### src/rtl/mem_stage_pkg.sv
// Shared types for the MEM pipeline stage: FSM state encoding and MEM/WB field bundle.
// Optional performance counters in mem_stage_unit are enabled with MEM_STAGE_PERF_EN.
package mem_stage_pkg;

  localparam int DEF_DATA_W = 16;
  localparam int DEF_REG_W  = 5;

  typedef enum logic [1:0] {
    IDLE = 2'd0,
    REQ  = 2'd1,
    WAIT = 2'd2
  } mem_state_t;

  // Field widths follow the package defaults; the top-level widths must match them.
  typedef struct packed {
    logic                  wbs;
    logic                  mm;
    logic                  ni;
    logic                  wme;
    logic [DEF_DATA_W-1:0] alu_result;
    logic [DEF_DATA_W-1:0] load_data;
    logic [DEF_REG_W-1:0]  reg_dest;
    logic [DEF_REG_W-1:0]  reg_dest_wb;
  } memwb_fields_t;

endpackage

### src/rtl/mem_wait_timer.sv
// Saturating response-wait counter; o_expired flags the cycle whose increment reaches MAX_WAIT.
module mem_wait_timer #(
  parameter int MAX_WAIT = 15,
  parameter int CNT_W    = $clog2(MAX_WAIT + 1)
) (
  input  logic clk,
  input  logic rst_n,
  input  logic i_clear,
  input  logic i_en,
  output logic o_expired
);

  localparam logic [CNT_W-1:0] LIMIT = CNT_W'(MAX_WAIT);
  localparam logic [CNT_W-1:0] LAST  = CNT_W'(MAX_WAIT - 1);

  logic [CNT_W-1:0] r_count;

  // NOTE: clocked state uses non-blocking assignments so every register samples pre-edge values.
  always_ff @(posedge clk or negedge rst_n) begin
    if (!rst_n) begin
      r_count <= '0;
    end else if (i_clear) begin
      r_count <= '0;
    end else if (i_en && (r_count != LIMIT)) begin
      r_count <= r_count + CNT_W'(1);
    end
  end

  assign o_expired = i_en & (r_count >= LAST);

endmodule

### src/rtl/mem_stage_unit.sv
// MEM pipeline stage: issues data-memory requests, stalls upstream while busy, registers MEM/WB.
// Define MEM_STAGE_PERF_EN to add access and stall performance counters.
module mem_stage_unit
  import mem_stage_pkg::*;
#(
  parameter int DATA_W   = DEF_DATA_W,
  parameter int REG_W    = DEF_REG_W,
  parameter int MAX_WAIT = 15
) (
  input  logic              clk,
  input  logic              rst_n,
  input  logic              ex_valid_in,
  input  logic              wbs_in,
  input  logic              ni_in,
  input  logic              wme_in,
  input  logic              mm_in,
  input  logic              wm_in,
  input  logic [DATA_W-1:0] alu_result_in,
  input  logic [DATA_W-1:0] store_data_in,
  input  logic [REG_W-1:0]  reg_dest_in,
  input  logic [REG_W-1:0]  reg_dest_data_writeback_in,
  output logic              mem_req_valid,
  input  logic              mem_req_ready,
  output logic              mem_req_we,
  output logic [DATA_W-1:0] mem_req_addr,
  output logic [DATA_W-1:0] mem_req_wdata,
  input  logic              mem_rsp_valid,
  input  logic [DATA_W-1:0] mem_rsp_data,
  output logic              stall_out,
  output logic              wb_valid_out,
  output logic              wbs_out,
  output logic              mm_out,
  output logic              ni_out,
  output logic              wme_out,
  output logic [DATA_W-1:0] alu_result_out,
  output logic [DATA_W-1:0] load_data_out,
  output logic [REG_W-1:0]  reg_dest_out,
  output logic [REG_W-1:0]  reg_dest_data_writeback_out,
`ifdef MEM_STAGE_PERF_EN
  output logic [31:0]       perf_access_cnt,
  output logic [31:0]       perf_stall_cnt,
`endif
  output logic              mem_err_out
);

  mem_state_t    r_state;
  logic          r_we;
  logic [DATA_W-1:0] r_addr;
  logic [DATA_W-1:0] r_wdata;
  memwb_fields_t r_held;
  memwb_fields_t r_out;
  logic          r_wb_valid;
  logic          r_err;

  memwb_fields_t w_in_fields;
  logic          w_mem_op;
  logic          w_conflict;
  logic          w_store_done;
  logic          w_load_acc;
  logic          w_rsp_done;
  logic          w_timer_en;
  logic          w_expired;
  logic          w_timeout;
  logic          w_completing;
  logic          w_busy;

  assign w_mem_op   = ex_valid_in & (mm_in | wm_in);
  assign w_conflict = ex_valid_in & mm_in & wm_in;

  // Store wins over a simultaneous load, so the load flag is dropped from the bundle.
  always_comb begin
    // NOTE: default every field first so no path through this block can infer a latch.
    w_in_fields             = '0;
    w_in_fields.wbs         = wbs_in;
    w_in_fields.mm          = mm_in & ~wm_in;
    w_in_fields.ni          = ni_in;
    w_in_fields.wme         = wme_in;
    w_in_fields.alu_result  = alu_result_in;
    w_in_fields.reg_dest    = reg_dest_in;
    w_in_fields.reg_dest_wb = reg_dest_data_writeback_in;
  end

  assign w_store_done = (r_state == REQ) & mem_req_ready & r_we;
  assign w_load_acc   = (r_state == REQ) & mem_req_ready & ~r_we;
  assign w_rsp_done   = (r_state == WAIT) & mem_rsp_valid;
  assign w_timer_en   = (r_state == WAIT) & ~mem_rsp_valid;
  assign w_timeout    = w_expired;
  assign w_completing = w_store_done | w_rsp_done | w_timeout;
  assign w_busy       = (r_state == IDLE) ? w_mem_op : 1'b1;

  mem_wait_timer #(
    .MAX_WAIT (MAX_WAIT)
  ) u_wait_timer (
    .clk       (clk),
    .rst_n     (rst_n),
    .i_clear   (w_load_acc),
    .i_en      (w_timer_en),
    .o_expired (w_expired)
  );

  always_ff @(posedge clk or negedge rst_n) begin
    if (!rst_n) begin
      r_state    <= IDLE;
      r_we       <= 1'b0;
      r_addr     <= '0;
      r_wdata    <= '0;
      r_held     <= '0;
      r_out      <= '0;
      r_wb_valid <= 1'b0;
      r_err      <= 1'b0;
    end else begin
      r_wb_valid <= 1'b0;
      unique case (r_state)
        IDLE: begin
          if (w_mem_op) begin
            r_state <= REQ;
            r_we    <= wm_in;
            r_addr  <= alu_result_in;
            r_wdata <= store_data_in;
            r_held  <= w_in_fields;
            if (w_conflict) r_err <= 1'b1;
          end else begin
            r_wb_valid <= ex_valid_in;
            r_out      <= w_in_fields;
          end
        end
        REQ: begin
          if (mem_req_ready) begin
            if (r_we) begin
              r_state    <= IDLE;
              r_wb_valid <= 1'b1;
              r_out      <= r_held;
            end else begin
              r_state <= WAIT;
            end
          end
        end
        WAIT: begin
          if (mem_rsp_valid) begin
            r_state         <= IDLE;
            r_wb_valid      <= 1'b1;
            r_out           <= r_held;
            r_out.load_data <= mem_rsp_data;
          end else if (w_timeout) begin
            r_state    <= IDLE;
            r_wb_valid <= 1'b1;
            r_out      <= r_held;
            r_err      <= 1'b1;
          end
        end
        default: r_state <= IDLE;
      endcase
    end
  end

  assign mem_req_valid = (r_state == REQ);
  assign mem_req_we    = r_we;
  assign mem_req_addr  = r_addr;
  assign mem_req_wdata = r_wdata;

  // Gated by rst_n so stall reads 0 during reset even while EX/MEM still shows a memory op.
  assign stall_out = rst_n & w_busy & ~w_completing;

  assign wb_valid_out                = r_wb_valid;
  assign wbs_out                     = r_out.wbs;
  assign mm_out                      = r_out.mm;
  assign ni_out                      = r_out.ni;
  assign wme_out                     = r_out.wme;
  assign alu_result_out              = r_out.alu_result;
  assign load_data_out               = r_out.load_data;
  assign reg_dest_out                = r_out.reg_dest;
  assign reg_dest_data_writeback_out = r_out.reg_dest_wb;
  assign mem_err_out                 = r_err;

`ifdef MEM_STAGE_PERF_EN
  logic [31:0] r_perf_access;
  logic [31:0] r_perf_stall;

  always_ff @(posedge clk or negedge rst_n) begin
    if (!rst_n) begin
      r_perf_access <= '0;
      r_perf_stall  <= '0;
    end else begin
      if (w_completing) r_perf_access <= r_perf_access + 32'd1;
      if (stall_out)    r_perf_stall  <= r_perf_stall + 32'd1;
    end
  end

  assign perf_access_cnt = r_perf_access;
  assign perf_stall_cnt  = r_perf_stall;
`else
  // Counters absent: completion and stall drive only the pipeline itself.
`endif

endmodule
### config.mk
export PLATFORM = sky130hd
export DESIGN_NAME = mem_stage_unit
export DESIGN_NICKNAME = d
export VERILOG_FILES = /design/src/rtl/mem_stage_pkg.sv /design/src/rtl/mem_wait_timer.sv /design/src/rtl/mem_stage_unit.sv
export SDC_FILE = /design/constraint.sdc
export NUM_CORES = 1
export LEC_CHECK = 0
export ABC_AREA = 1
export CORE_UTILIZATION = 50
export CTS_BUF_LIST = sky130_fd_sc_hd__clkbuf_8 sky130_fd_sc_hd__clkbuf_16
export CTS_CLUSTER_SIZE = 16
export DETAILED_ROUTE_END_ITERATION = 8
export GPL_ROUTABILITY_DRIVEN = 0
export MAX_ROUTING_LAYER = met4
export PLACE_DENSITY = 0.85
export SYNTH_ARGS = -nofsm -noshare
export SYNTH_HDL_FRONTEND = slang
export SYNTH_SLANG_ARGS = --single-unit
### constraint.sdc
create_clock -name clk -period 3.6 [get_ports clk]
set_input_delay 0.54 -clock clk [delete_from_list [all_inputs] [get_ports clk]]
set_output_delay 0.54 -clock clk [all_outputs]
set_load 0.1 [all_outputs]
==> results of run 1 <==
==> state kept, by name (all words and copies together), names as in the netlist <==
signal / flops
wb_valid_out: 1
mem_req_wdata: 16
r_state: 2
mm_out: 1
reg_dest_data_writeback_out: 5
load_data_out: 16
ni_out: 1
alu_result_out: 16
mem_err_out: 1
r_held: 30
wbs_out: 1
wme_out: 1
reg_dest_out: 5
mem_req_we: 1
u_wait_timer.r_count: 4
==> worst max-delay path by stage <==
stage,cells after the start,slack (ns),endpoint
floorplan,7,0.47,stall_out
global placement,7,1.08,stall_out
detailed placement,6,1.03,alu_result_out[11]
CTS,8,0.85,stall_out
global route,8,0.65,stall_out
finish,8,0.85,stall_out
==> per-stage QoR <==
stage | hold slack, ns | area (um^2) | util | std cells | worst slack (ns)
floorplan | 0.244 | 4810 | - | 604 | 0.467
global placement | 0.453 | 6240 | 0.672 | 840 | 1.08
detailed placement | 0.457 | 6240 | 0.672 | 840 | 1.03
CTS | 0.0903 | 6480 | 0.698 | 856 | 0.847
global route | 0.0974 | 6480 | 0.698 | 856 | 0.648
finish | 0.0856 | 6480 | 0.698 | 856 | 0.846
==> per-layer routing <==
metal	GRT usage	vias to the layer above	wire length (um)
met4	0.0814	0	171
met2	0.438	191	6110
li1	-	2121	-
met5	-	-	0
met1	0.321	2090	5040
met3	0.0522	19	950
==> synth_stat cells <==
cell                       instances  share of area
sky130_fd_sc_hd__a21boi_0          1         0.0016
sky130_fd_sc_hd__a21oi_4           1         0.0034
sky130_fd_sc_hd__buf_1             3         0.0023
sky130_fd_sc_hd__buf_2            14          0.015
sky130_fd_sc_hd__buf_4            21          0.033
sky130_fd_sc_hd__buf_6             1         0.0023
sky130_fd_sc_hd__clkbuf_1         11         0.0086
sky130_fd_sc_hd__dfrtp_1         101           0.53
sky130_fd_sc_hd__ha_1              6          0.016
sky130_fd_sc_hd__inv_1            49          0.038
sky130_fd_sc_hd__nand2_1         245           0.19
sky130_fd_sc_hd__nand3_1          57          0.059
sky130_fd_sc_hd__nand3_2           1         0.0021
sky130_fd_sc_hd__nand3b_1          1         0.0016
sky130_fd_sc_hd__nand4_1           1         0.0013
sky130_fd_sc_hd__nor2_1           23          0.018
sky130_fd_sc_hd__nor2_4            1         0.0023
sky130_fd_sc_hd__o21a_1            1         0.0016
sky130_fd_sc_hd__o21ai_0          35          0.036
sky130_fd_sc_hd__o22ai_1          29          0.038
sky130_fd_sc_hd__xnor2_1           1         0.0018
sky130_fd_sc_hd__xor2_1            1         0.0018
==> cell usage in the layout, fill, tap and decap left out <==
cell / Yosys / routed
sky130_fd_sc_hd__nor2_1: 23 / 22
sky130_fd_sc_hd__nand3_2: 1 / 2
sky130_fd_sc_hd__xor2_1: 1 / 1
sky130_fd_sc_hd__o22ai_1: 29 / 29
sky130_fd_sc_hd__nand4_1: 1 / 1
sky130_fd_sc_hd__nor2_4: 1 / 1
sky130_fd_sc_hd__buf_4: 21 / 10
sky130_fd_sc_hd__nand2_1: 245 / 244
sky130_fd_sc_hd__nand3_1: 57 / 56
sky130_fd_sc_hd__ha_2: 0 / 1
sky130_fd_sc_hd__clkbuf_8: 0 / 9
sky130_fd_sc_hd__nand3b_1: 1 / 1
sky130_fd_sc_hd__o21ai_0: 35 / 35
sky130_fd_sc_hd__dfrtp_1: 101 / 101
sky130_fd_sc_hd__clkdlybuf4s50_1: 0 / 147
sky130_fd_sc_hd__a21boi_0: 1 / 1
sky130_fd_sc_hd__bufinv_16: 0 / 3
sky130_fd_sc_hd__inv_6: 0 / 1
sky130_fd_sc_hd__ha_1: 6 / 5
sky130_fd_sc_hd__inv_1: 49 / 51
sky130_fd_sc_hd__a21oi_4: 1 / 1
sky130_fd_sc_hd__nor2_2: 0 / 1
sky130_fd_sc_hd__clkinvlp_4: 0 / 1
sky130_fd_sc_hd__nand2_2: 0 / 1
sky130_fd_sc_hd__xnor2_1: 1 / 1
sky130_fd_sc_hd__o21a_1: 1 / 1
==> cell families (layout without fill, tap and decap cells) <==
group	after synthesis	count (layout)	synth area share
AOI/OAI and AO/OA	67	67	0.0806
xor gates and xnor gates	2	2	0.00364
adders and majority gates	6	6	0.0156
buffers and inverters	99	222	0.0989
DFF	101	101	0.525
and+or+nand+nor	329	329	0.276
==> cell type report <==
| type | instances | area (um^2) |
|---|---|---|
| timing repair buffer | 157 | 1550 |
| tap | 129 | 161 |
| fill | 740 | 2810 |
| multi-input combinational | 404 | 1820 |
| sequential | 101 | 2530 |
| clock inverter | 7 | 114 |
| inverter | 49 | 184 |
| clock buffer | 9 | 124 |
==> summary.md, run 1 <==
| Metric | Value |
|---|---|
| Run status | `complete, no violations` |
| Final antenna-violating net count | `0` |
| Cell chosen for the clock root | `sky130_fd_sc_hd__clkbuf_8` |
| Yosys warning total | `0` |
| Total gr overflow | `0` |
| Worst-Margin Slew | `between 1 and 1.5 ns` |
| Share of final-layout standard cells stronger than drive strength 1 | `0.0426` |
| Post-layout nets | `just under 800` |
| Slew headroom | `0.287` |
| Number of hold violations in the final report | `0` |
| Crit Reg-Reg Startpoint | `r_state[1]` |
| Max-capacitance violation count | `0` |
| Skew-Pair Late Insertion Delay | `0.37 ns` |
| Worst setup path category | `flip-flop to output pin` |
| Floorplan row count | `35` |
| Initial Util | `0.518` |
| Number of distinct standard cells referenced by the synthesized netlist | `22` |
| Path category of the worst min-delay check | `input port to async pin` |
| I/O pin count | `151` |
| Initial antenna violation count | `0` |
| Maximum clock frequency | `around 360 MHz` |
| Summed negative setup slack over all endpoints | `0 ns` |
| Endpoint class of the critical path | `output pin` |
| Layout Area Growth over Synthesis | `34.7%` |
| Share of synthesized area occupied by flip-flops and latches | `0.525` |
| Clock edge transition at the registers on the reported setup and hold paths | `around 0.1 ns` |
| First element of the critical path | `r_state[0]` |
| Die Area | `between 10000 and 15000 um^2` |
| Drt first-iter violations | `about 230` |
| Number of I/O port buffers | `150` |
| DR vias | `around 4400` |
| Post-synthesis instance area | `4810 um^2` |
| Antenna Diode Count | `0` |
| Critical Path Start Type | `flip-flop` |
| CTS hold repair buffers | `0` |
| Final setup vio count | `0` |
| CTS tree | `built` |
| Crit share post-route | `0.765` |
| Reg-to-reg critical path endpoint | `alu_result_out[0]` |
| Cell mode on critical path | `sky130_fd_sc_hd__nand2_1` |
| Deepest clock path buffer count | `2` |
| Number of clock buffers inserted by TritonCTS | `9` |
| Pin count of the biggest net entering global routing | `between 70 and 80` |
| First-pass GRT wire length | `between 20 and 25 mm` |
| Worst path top cell family by delay | `simple AND/OR/NAND/NOR gates` |
| Net count after synthesis | `about 680` |
| Critical path data required time | `3.06 ns` |
| Die width | `~100 um` |
| Number of design rule violations left after detail routing | `0` |
| Chip height | `about 100 um` |
| Area of the core region | `roughly 9300 um^2` |
| Vias in the first global route | `4389` |
| Fin. max-slew vios | `0` |
| Clock skew | `roughly 0.019 ns` |
| Overall routing resource usage | `0.261` |
| R2R setup slack | `roughly 1.3 ns` |
| Cell at the slowest stage of the critical path | `sky130_fd_sc_hd__nand2_1` |
| Crit path max fanout | `18` |
| Number of levels the H-tree was split into | `3` |
| Critical path arrival | `around 2.2 ns` |
| RSZ-0062 raised after global routing | `no` |
| Average cell area after synthesis | `~8 um^2` |
| Total Routed Length | `roughly 12 mm` |
| Vias per inst | `5.16` |
| Post-synthesis cell count | `between 600 and 700` |
| Num Clock Sinks | `about 100` |
| DR pass1 iterations | `5` |
| Length in cells of the worst reg-to-reg path | `7` |
| Worst-path cell chain | `inv_1 > ha_1 > nand2_1 > nand2_1 > inv_1 > nand2_1 > nor2_1 > buf_4` |
| Clock period minus final worst setup slack | `between 2 and 3 ns` |
| DR WL/cell | `14.3 um` |
| Post-CTS resize count | `0` |
| Post-synthesis register bit count | `just over 100` |
| Worst stage delay on the critical path | `0.44 ns` |
| Count of buffer and inverter cells on the critical path | `3` |
| Post-detailed-placement half-perimeter wirelength | `roughly 8.3 mm` |
| Setup repair bufs after CTS | `0` |
Power of run 1 is not shown: default switching activity piles up to over one toggle a cycle in this logic, so the estimate is an artifact.
==> run 2: changes to the inputs <==
--- a/config.mk
+++ b/config.mk
@@ -6,13 +6,13 @@
 export NUM_CORES = 1
 export LEC_CHECK = 0
 export ABC_AREA = 1
-export CORE_UTILIZATION = 50
+export CORE_UTILIZATION = 47
 export CTS_BUF_LIST = sky130_fd_sc_hd__clkbuf_8 sky130_fd_sc_hd__clkbuf_16
 export CTS_CLUSTER_SIZE = 16
 export DETAILED_ROUTE_END_ITERATION = 8
 export GPL_ROUTABILITY_DRIVEN = 0
 export MAX_ROUTING_LAYER = met4
-export PLACE_DENSITY = 0.85
+export PLACE_DENSITY = 0.81
 export SYNTH_ARGS = -nofsm -noshare
 export SYNTH_HDL_FRONTEND = slang
 export SYNTH_SLANG_ARGS = --single-unit
==> constraint.sdc (replaced) <==
create_clock -name clk -period 2.8 [get_ports clk]
set_input_delay 0.42 -clock clk [delete_from_list [all_inputs] [get_ports clk]]
set_output_delay 0.42 -clock clk [all_outputs]
set_load 0.1 [all_outputs]
==> run 2 against run 1 <==
Effect of this change:
- the run now ends with hold timing left
- sequential share of layout area increased by 0.99 points
- setup slack got worse by 0.28 ns
- non-clock buffer count increased by 3
- register-to-register slack got worse by 0.41 ns
- critical path depth unchanged
- final cell count increased by 0.70%
- core utilization decreased by 5.7 points
- hold slack got worse by 0.10 ns
- routed wire length decreased by 3.4%
- clock-buffer cell count unchanged
- largest cell class unchanged
==> summary.md, run 2 (synthesis results as in run 1) <==
| Metric | Value |
|---|---|
| Final setup vio count | `0 (unchanged)` |
| Post-CTS resize count | `0 (unchanged)` |
| First-pass GRT wire length | `19.1 mm (-4.7%)` |
| Initial antenna violation count | `0 (unchanged)` |
| Clock edge transition at the registers on the reported setup and hold paths | `0.10 ns (about the same)` |
| Pin count of the biggest net entering global routing | `77 (+1.3%)` |
| Worst-Margin Slew | `0.650 ns (-0.417 ns)` |
| Setup repair bufs after CTS | `0 (unchanged)` |
| Final antenna-violating net count | `0 (unchanged)` |
| Area of the core region | `9860 um^2 (+6.3%)` |
| Number of I/O port buffers | `150 (unchanged)` |
| RSZ-0062 raised after global routing | `no` |
| Die width | `103 um (+3.1%)` |
| Critical path data required time | `2.38 ns (-0.68 ns)` |
| Worst setup path category | `flip-flop to output pin` |
| Share of final-layout standard cells stronger than drive strength 1 | `0.159 (+0.116)` |
| Crit Reg-Reg Startpoint | `r_state[0]` |
| Fin. max-slew vios | `0 (unchanged)` |
| Deepest clock path buffer count | `2 (unchanged)` |
| Num Clock Sinks | `101 (unchanged)` |
| Initial Util | `0.488 (-0.0305)` |
| Summed negative setup slack over all endpoints | `0 ns (unchanged)` |
| Max-capacitance violation count | `0 (unchanged)` |
| Floorplan row count | `36 (+2.9%)` |
| Number of clock buffers inserted by TritonCTS | `9 (unchanged)` |
| Clock skew | `0.0122 ns (-0.00631 ns)` |
| Critical path arrival | `1.81 ns (-0.40 ns)` |
| Violations in the final reports | `hold timing` |
| Post-detailed-placement half-perimeter wirelength | `7.86 mm (-4.8%)` |
| Largest register FFs | `30 (unchanged)` |
| Hold slack final | `-0.0146 ns (-0.100 ns)` |
| Largest register by flop count | `r_held` |
| Vias in the first global route | `4112 (-6.3%)` |
| Vias per inst | `5.04 (-2.4%)` |
| Path category of the worst min-delay check | `input port to async pin` |
| Skew-Pair Late Insertion Delay | `0.35 ns (-0.02 ns)` |
| Layout Area Growth over Synthesis | `31.3%` |
| Post-layout nets | `799 (+0.38%)` |
| Slew headroom | `0.567 (+0.279)` |
| DR vias | `4346 (-1.7%)` |
| Cell chosen for the clock root | `sky130_fd_sc_hd__clkbuf_8` |
| DR WL/cell | `13.7 um (-4.0%)` |
| Number of design rule violations left after detail routing | `0 (unchanged)` |
| Overall routing resource usage | `0.238 (-0.0230)` |
| CTS tree | `built` |
| Total Routed Length | `11.8 mm (-3.4%)` |
| I/O pin count | `151 (unchanged)` |
| First element of the critical path | `r_state[0]` |
| Antenna Diode Count | `0 (unchanged)` |
| Crit path max fanout | `4 (-14)` |
| Number of levels the H-tree was split into | `3 (unchanged)` |
| Clock period minus final worst setup slack | `between 2 and 2.5 ns` |
| Critical Path Start Type | `flip-flop` |
| DR pass1 iterations | `5 (unchanged)` |
| Run status | `finished with violations` |
| Chip height | `103 um (+3.1%)` |
| Maximum clock frequency | `between 400 and 500 MHz` |
| CTS hold repair buffers | `0 (unchanged)` |
| Endpoint class of the critical path | `output pin` |
| Total gr overflow | `0 (unchanged)` |
| Number of hold violations in the final report | `6 (+6)` |
| Drt first-iter violations | `172 (-24%)` |
| Crit share post-route | `0.798` |
| Die Area | `10600 um^2 (+6.3%)` |
| Commonest non-fill, non-tap cell in the layout | `sky130_fd_sc_hd__nand2_1` |
| Leading cell types in the layout, fill and taps excluded | `244 x sky130_fd_sc_hd__nand2_1, 101 x sky130_fd_sc_hd__dfrtp_1, 91 x sky130_fd_sc_hd__buf_4, 66 x sky130_fd_sc_hd__clkdlybuf4s50_1, 56 x sky130_fd_sc_hd__nand3_1` |
run 2: cell count changes in the layout (fill, tap and decap cells not counted):
cell / change
sky130_fd_sc_hd__nor2_1: -1
sky130_fd_sc_hd__buf_12: +3
sky130_fd_sc_hd__clkdlybuf4s50_1: -81
sky130_fd_sc_hd__buf_4: +81
sky130_fd_sc_hd__inv_1: -1
sky130_fd_sc_hd__clkinv_4: +1
sky130_fd_sc_hd__nor2_2: +1
sky130_fd_sc_hd__bufinv_16: -1
run 2: layout make-up:
class / count / area, um^2
Tap cell: 133 / 166
Fill cell: 829 / 3550
Clock buffer: 9 / 124
Inverter: 49 / 184
Timing Repair Buffer: 160 / 1400
Multi-Input combinational cell: 404 / 1820
Sequential cell: 101 / 2530
Clock inverter: 6 / 88.8
run 2: stage by stage:
| stage | setup slack (ns) | instance area (um^2) | util | hold WS (ns) | instances |
|---|---|---|---|---|---|
| 2_1_floorplan | 0.236 | 4810 | - | 0.124 | 604 |
| 3_3_place_gp | 0.696 | 6100 | 0.619 | 0.399 | 847 |
| 3_5_place_dp | 0.646 | 6100 | 0.619 | 0.400 | 847 |
| 4_1_cts | 0.536 | 6320 | 0.640 | 0.00222 | 862 |
| 5_1_grt | 0.385 | 6320 | 0.640 | 0.00829 | 862 |
| 6_report | 0.565 | 6320 | 0.640 | -0.0146 | 862 |
run 2: layer usage:
layer,GRT usage,up-vias,share of wire
met5,-,-,0
met4,0.0704,0,0.013
met3,0.0414,18,0.075
met2,0.382,163,0.48
met1,0.312,2040,0.43
li1,-,2125,-
run 2: final timing paths:
| kind | slack (ns) | depth (start not counted) | endpoint |
|---|---|---|---|
| max in group asynchronous | 1.96 | 2 | r_held[4] |
| worst min register to register | 0.48 | 2 | reg_dest_out[4] |
| min in group clk | 0.48 | 2 | reg_dest_out[4] |
| worst max register to register | 0.92 | 9 | r_state[0] |
| worst min-delay path | -0.01 | 1 | alu_result_out[6] |
| worst max-delay path | 0.57 | 8 | stall_out |
run 2: worst max-delay path, stage by stage, from the launching register on:
cell	delay [ns]
sky130_fd_sc_hd__dfrtp_1	0.42
sky130_fd_sc_hd__inv_1	0.10
sky130_fd_sc_hd__ha_1	0.24
sky130_fd_sc_hd__inv_1	0.07
sky130_fd_sc_hd__nor2_1	0.18
sky130_fd_sc_hd__nand3_1	0.13
sky130_fd_sc_hd__nand2_1	0.12
sky130_fd_sc_hd__nor2_2	0.06
sky130_fd_sc_hd__buf_12	0.16
Power of run 2 is left out for the same reason.
==> run 3: changes to the inputs <==
==> constraint.sdc (replaced) <==
create_clock -name clk -period 2.25 [get_ports clk]
set_input_delay 0.3375 -clock clk [delete_from_list [all_inputs] [get_ports clk]]
set_output_delay 0.3375 -clock clk [all_outputs]
set_load 0.1 [all_outputs]
==> run 3 against run 2 <==
Effect of this change:
- the flow now finishes without violations
- critical endpoint unchanged
- setup slack worse by 0.42 ns
- first-iteration DRC count up 9.3%
- final cell count up 0.35%
- highest routed layer unchanged
- die area unchanged
==> summary.md, run 3 (synthesis results as in run 1) <==
| Metric | Value |
|---|---|
| Run status | `complete, no violations` |
| Initial antenna violation count | `0 (unchanged)` |
| Max-capacitance violation count | `0 (unchanged)` |
| Number of clock buffers inserted by TritonCTS | `9 (unchanged)` |
| Crit path max fanout | `4 (unchanged)` |
| Critical path data required time | `1.91 ns (-0.47 ns)` |
| Leading cell types in the layout, fill and taps excluded | `244 x sky130_fd_sc_hd__nand2_1, 101 x sky130_fd_sc_hd__dfrtp_1, 91 x sky130_fd_sc_hd__buf_4, 66 x sky130_fd_sc_hd__clkdlybuf4s50_1, 56 x sky130_fd_sc_hd__nand3_1` |
| I/O pin count | `151 (unchanged)` |
| Slew headroom | `0.632 (+0.0647)` |
| Area of the core region | `9860 um^2 (unchanged)` |
| Drt first-iter violations | `188 (+9.3%)` |
| RSZ-0062 raised after global routing | `no` |
| Overall routing resource usage | `0.235 (-0.00334)` |
| Post-detailed-placement half-perimeter wirelength | `7.96 mm (+1.2%)` |
| Count of buffer and inverter cells on the critical path | `3 (unchanged)` |
| Antenna Diode Count | `0 (unchanged)` |
| Worst setup path category | `flip-flop to output pin` |
| Cell chosen for the clock root | `sky130_fd_sc_hd__clkbuf_8` |
| Cell at the slowest stage of the critical path | `sky130_fd_sc_hd__dfrtp_1` |
| Reg-to-reg critical path endpoint | `alu_result_out[2]` |
| Worst stage delay on the critical path | `0.42 ns (about the same)` |
| Chip height | `103 um (unchanged)` |
| Number of I/O port buffers | `150 (unchanged)` |
| Number of design rule violations left after detail routing | `0 (unchanged)` |
| R2R setup slack | `0.42 ns (-0.50 ns)` |
| Num Clock Sinks | `101 (unchanged)` |
| Length in cells of the worst reg-to-reg path | `9 (unchanged)` |
| Number of hold violations in the final report | `0 (-6)` |
| Worst-Margin Slew | `0.553 ns (-0.0971 ns)` |
| Commonest non-fill, non-tap cell in the layout | `sky130_fd_sc_hd__nand2_1` |
| Pin count of the biggest net entering global routing | `102 (+32%)` |
| Largest register FFs | `30 (unchanged)` |
| Worst path top cell family by delay | `simple AND/OR/NAND/NOR gates` |
| Stages on the worst setup path | `8 (unchanged)` |
| Post-layout nets | `801 (+0.25%)` |
| Timing endpoint of the critical path | `stall_out` |
| Largest register by flop count | `r_held` |
| Crit Reg-Reg Startpoint | `r_state[0]` |
| DR WL/cell | `13.5 um (-1.9%)` |
| Share of final-layout standard cells stronger than drive strength 1 | `0.164 (+0.00481)` |
| Floorplan row count | `36 (unchanged)` |
| Skew-Pair Late Insertion Delay | `0.34 ns (about the same)` |
| Vias per inst | `5.06 (+0.27%)` |
| Layout Area Growth over Synthesis | `32.3%` |
| Critical path arrival | `1.77 ns (-0.04 ns)` |
| Die Area | `10600 um^2 (unchanged)` |
| Endpoint class of the critical path | `output pin` |
| DR vias | `4373 (+0.62%)` |
| DR pass1 iterations | `5 (unchanged)` |
| CTS tree | `built` |
| Crit share post-route | `0.935` |
| Clock period minus final worst setup slack | `roughly 2.1 ns` |
| Critical Path Start Type | `flip-flop` |
| First-pass GRT wire length | `19.2 mm (+0.15%)` |
| Total Routed Length | `11.7 mm (-1.6%)` |
| Summed negative setup slack over all endpoints | `0 ns (unchanged)` |
| Cell mode on critical path | `sky130_fd_sc_hd__inv_1` |
| Fin. max-slew vios | `0 (unchanged)` |
| Clock skew | `0.0147 ns (+0.00248 ns)` |
| Maximum clock frequency | `~480 MHz` |
| Worst-path cell chain | `inv_1 > ha_1 > inv_1 > nor2_2 > nand3_1 > nand2_1 > nor2_4 > buf_12` |
| Final setup vio count | `0 (unchanged)` |
| Deepest clock path buffer count | `2 (unchanged)` |
| Path category of the worst min-delay check | `input port to async pin` |
| Number of levels the H-tree was split into | `3 (unchanged)` |
| Total gr overflow | `0 (unchanged)` |
| Clock edge transition at the registers on the reported setup and hold paths | `0.10 ns (about the same)` |
| Vias in the first global route | `4228 (+2.8%)` |
| Final antenna-violating net count | `0 (unchanged)` |
| Die width | `103 um (unchanged)` |
| First element of the critical path | `r_state[0]` |
| Initial Util | `0.488 (unchanged)` |
==> run 3: cell count changes in the layout (fill, tap and decap cells not counted), sizes merged <==
cell / before / now
bufinv: 2 / 1
clkbuf: 9 / 11
buf: 94 / 96
==> run 3: how the worst min path moves through the flow <==
| stage | startpoint | to | slack (ns) | cells past startpoint |
|---|---|---|---|---|
| after floorplan | rst_n | alu_result_out[0] | 0.04 | 0 |
| final | rst_n | wb_valid_out | 0.02 | 2 |
| after global placement | rst_n | wb_valid_out | 0.46 | 2 |
| after global routing | rst_n | load_data_out[0] | 0.07 | 2 |
| after CTS | rst_n | wb_valid_out | 0.08 | 2 |
| after detailed placement | alu_result_out[10] | alu_result_out[10] | 0.46 | 2 |
==> run 3: metrics by stage <==
| stage | setup slack, ns | utilization | instance area (um^2) | instances | hold slack, ns |
|---|---|---|---|---|---|
| floorplan | 0.0526 | - | 4820 | 604 | 0.0419 |
| global route | 0.0224 | 0.645 | 6360 | 865 | 0.0699 |
| CTS | 0.0765 | 0.645 | 6360 | 865 | 0.0756 |
| global placement | 0.334 | 0.623 | 6150 | 849 | 0.456 |
| finish | 0.146 | 0.645 | 6360 | 865 | 0.0161 |
| detailed placement | 0.292 | 0.623 | 6150 | 849 | 0.460 |
==> run 3: cell type report <==
type                    instances  area, um^2
clock buffers                  11         151
clock inverters                 5        58.8
fillers                       846        3500
inverters                      49         184
multi-input cells             404        1830
flip-flops and latches        101        2530
well taps                     133         166
repair buffers                162        1440
==> run 3: metal layers <==
| metal | GRT usage | share of wire | up-vias |
|---|---|---|---|
| met4 | 0.0574 | 0.0056 | 0 |
| met1 | 0.284 | 0.42 | 2072 |
| li1 | - | - | 2133 |
| met5 | - | 0 | - |
| met2 | 0.405 | 0.49 | 162 |
| met3 | 0.0475 | 0.079 | 6 |
==> run 3: repair_timing <==
action,in CTS,in global routing
hold buffers,0,0
setup buffers,0,0
endpoints found under the setup margin,0,1
resized for setup,0,1
endpoints found under the hold margin,0,0
Power of run 3 is left out for the same reason.
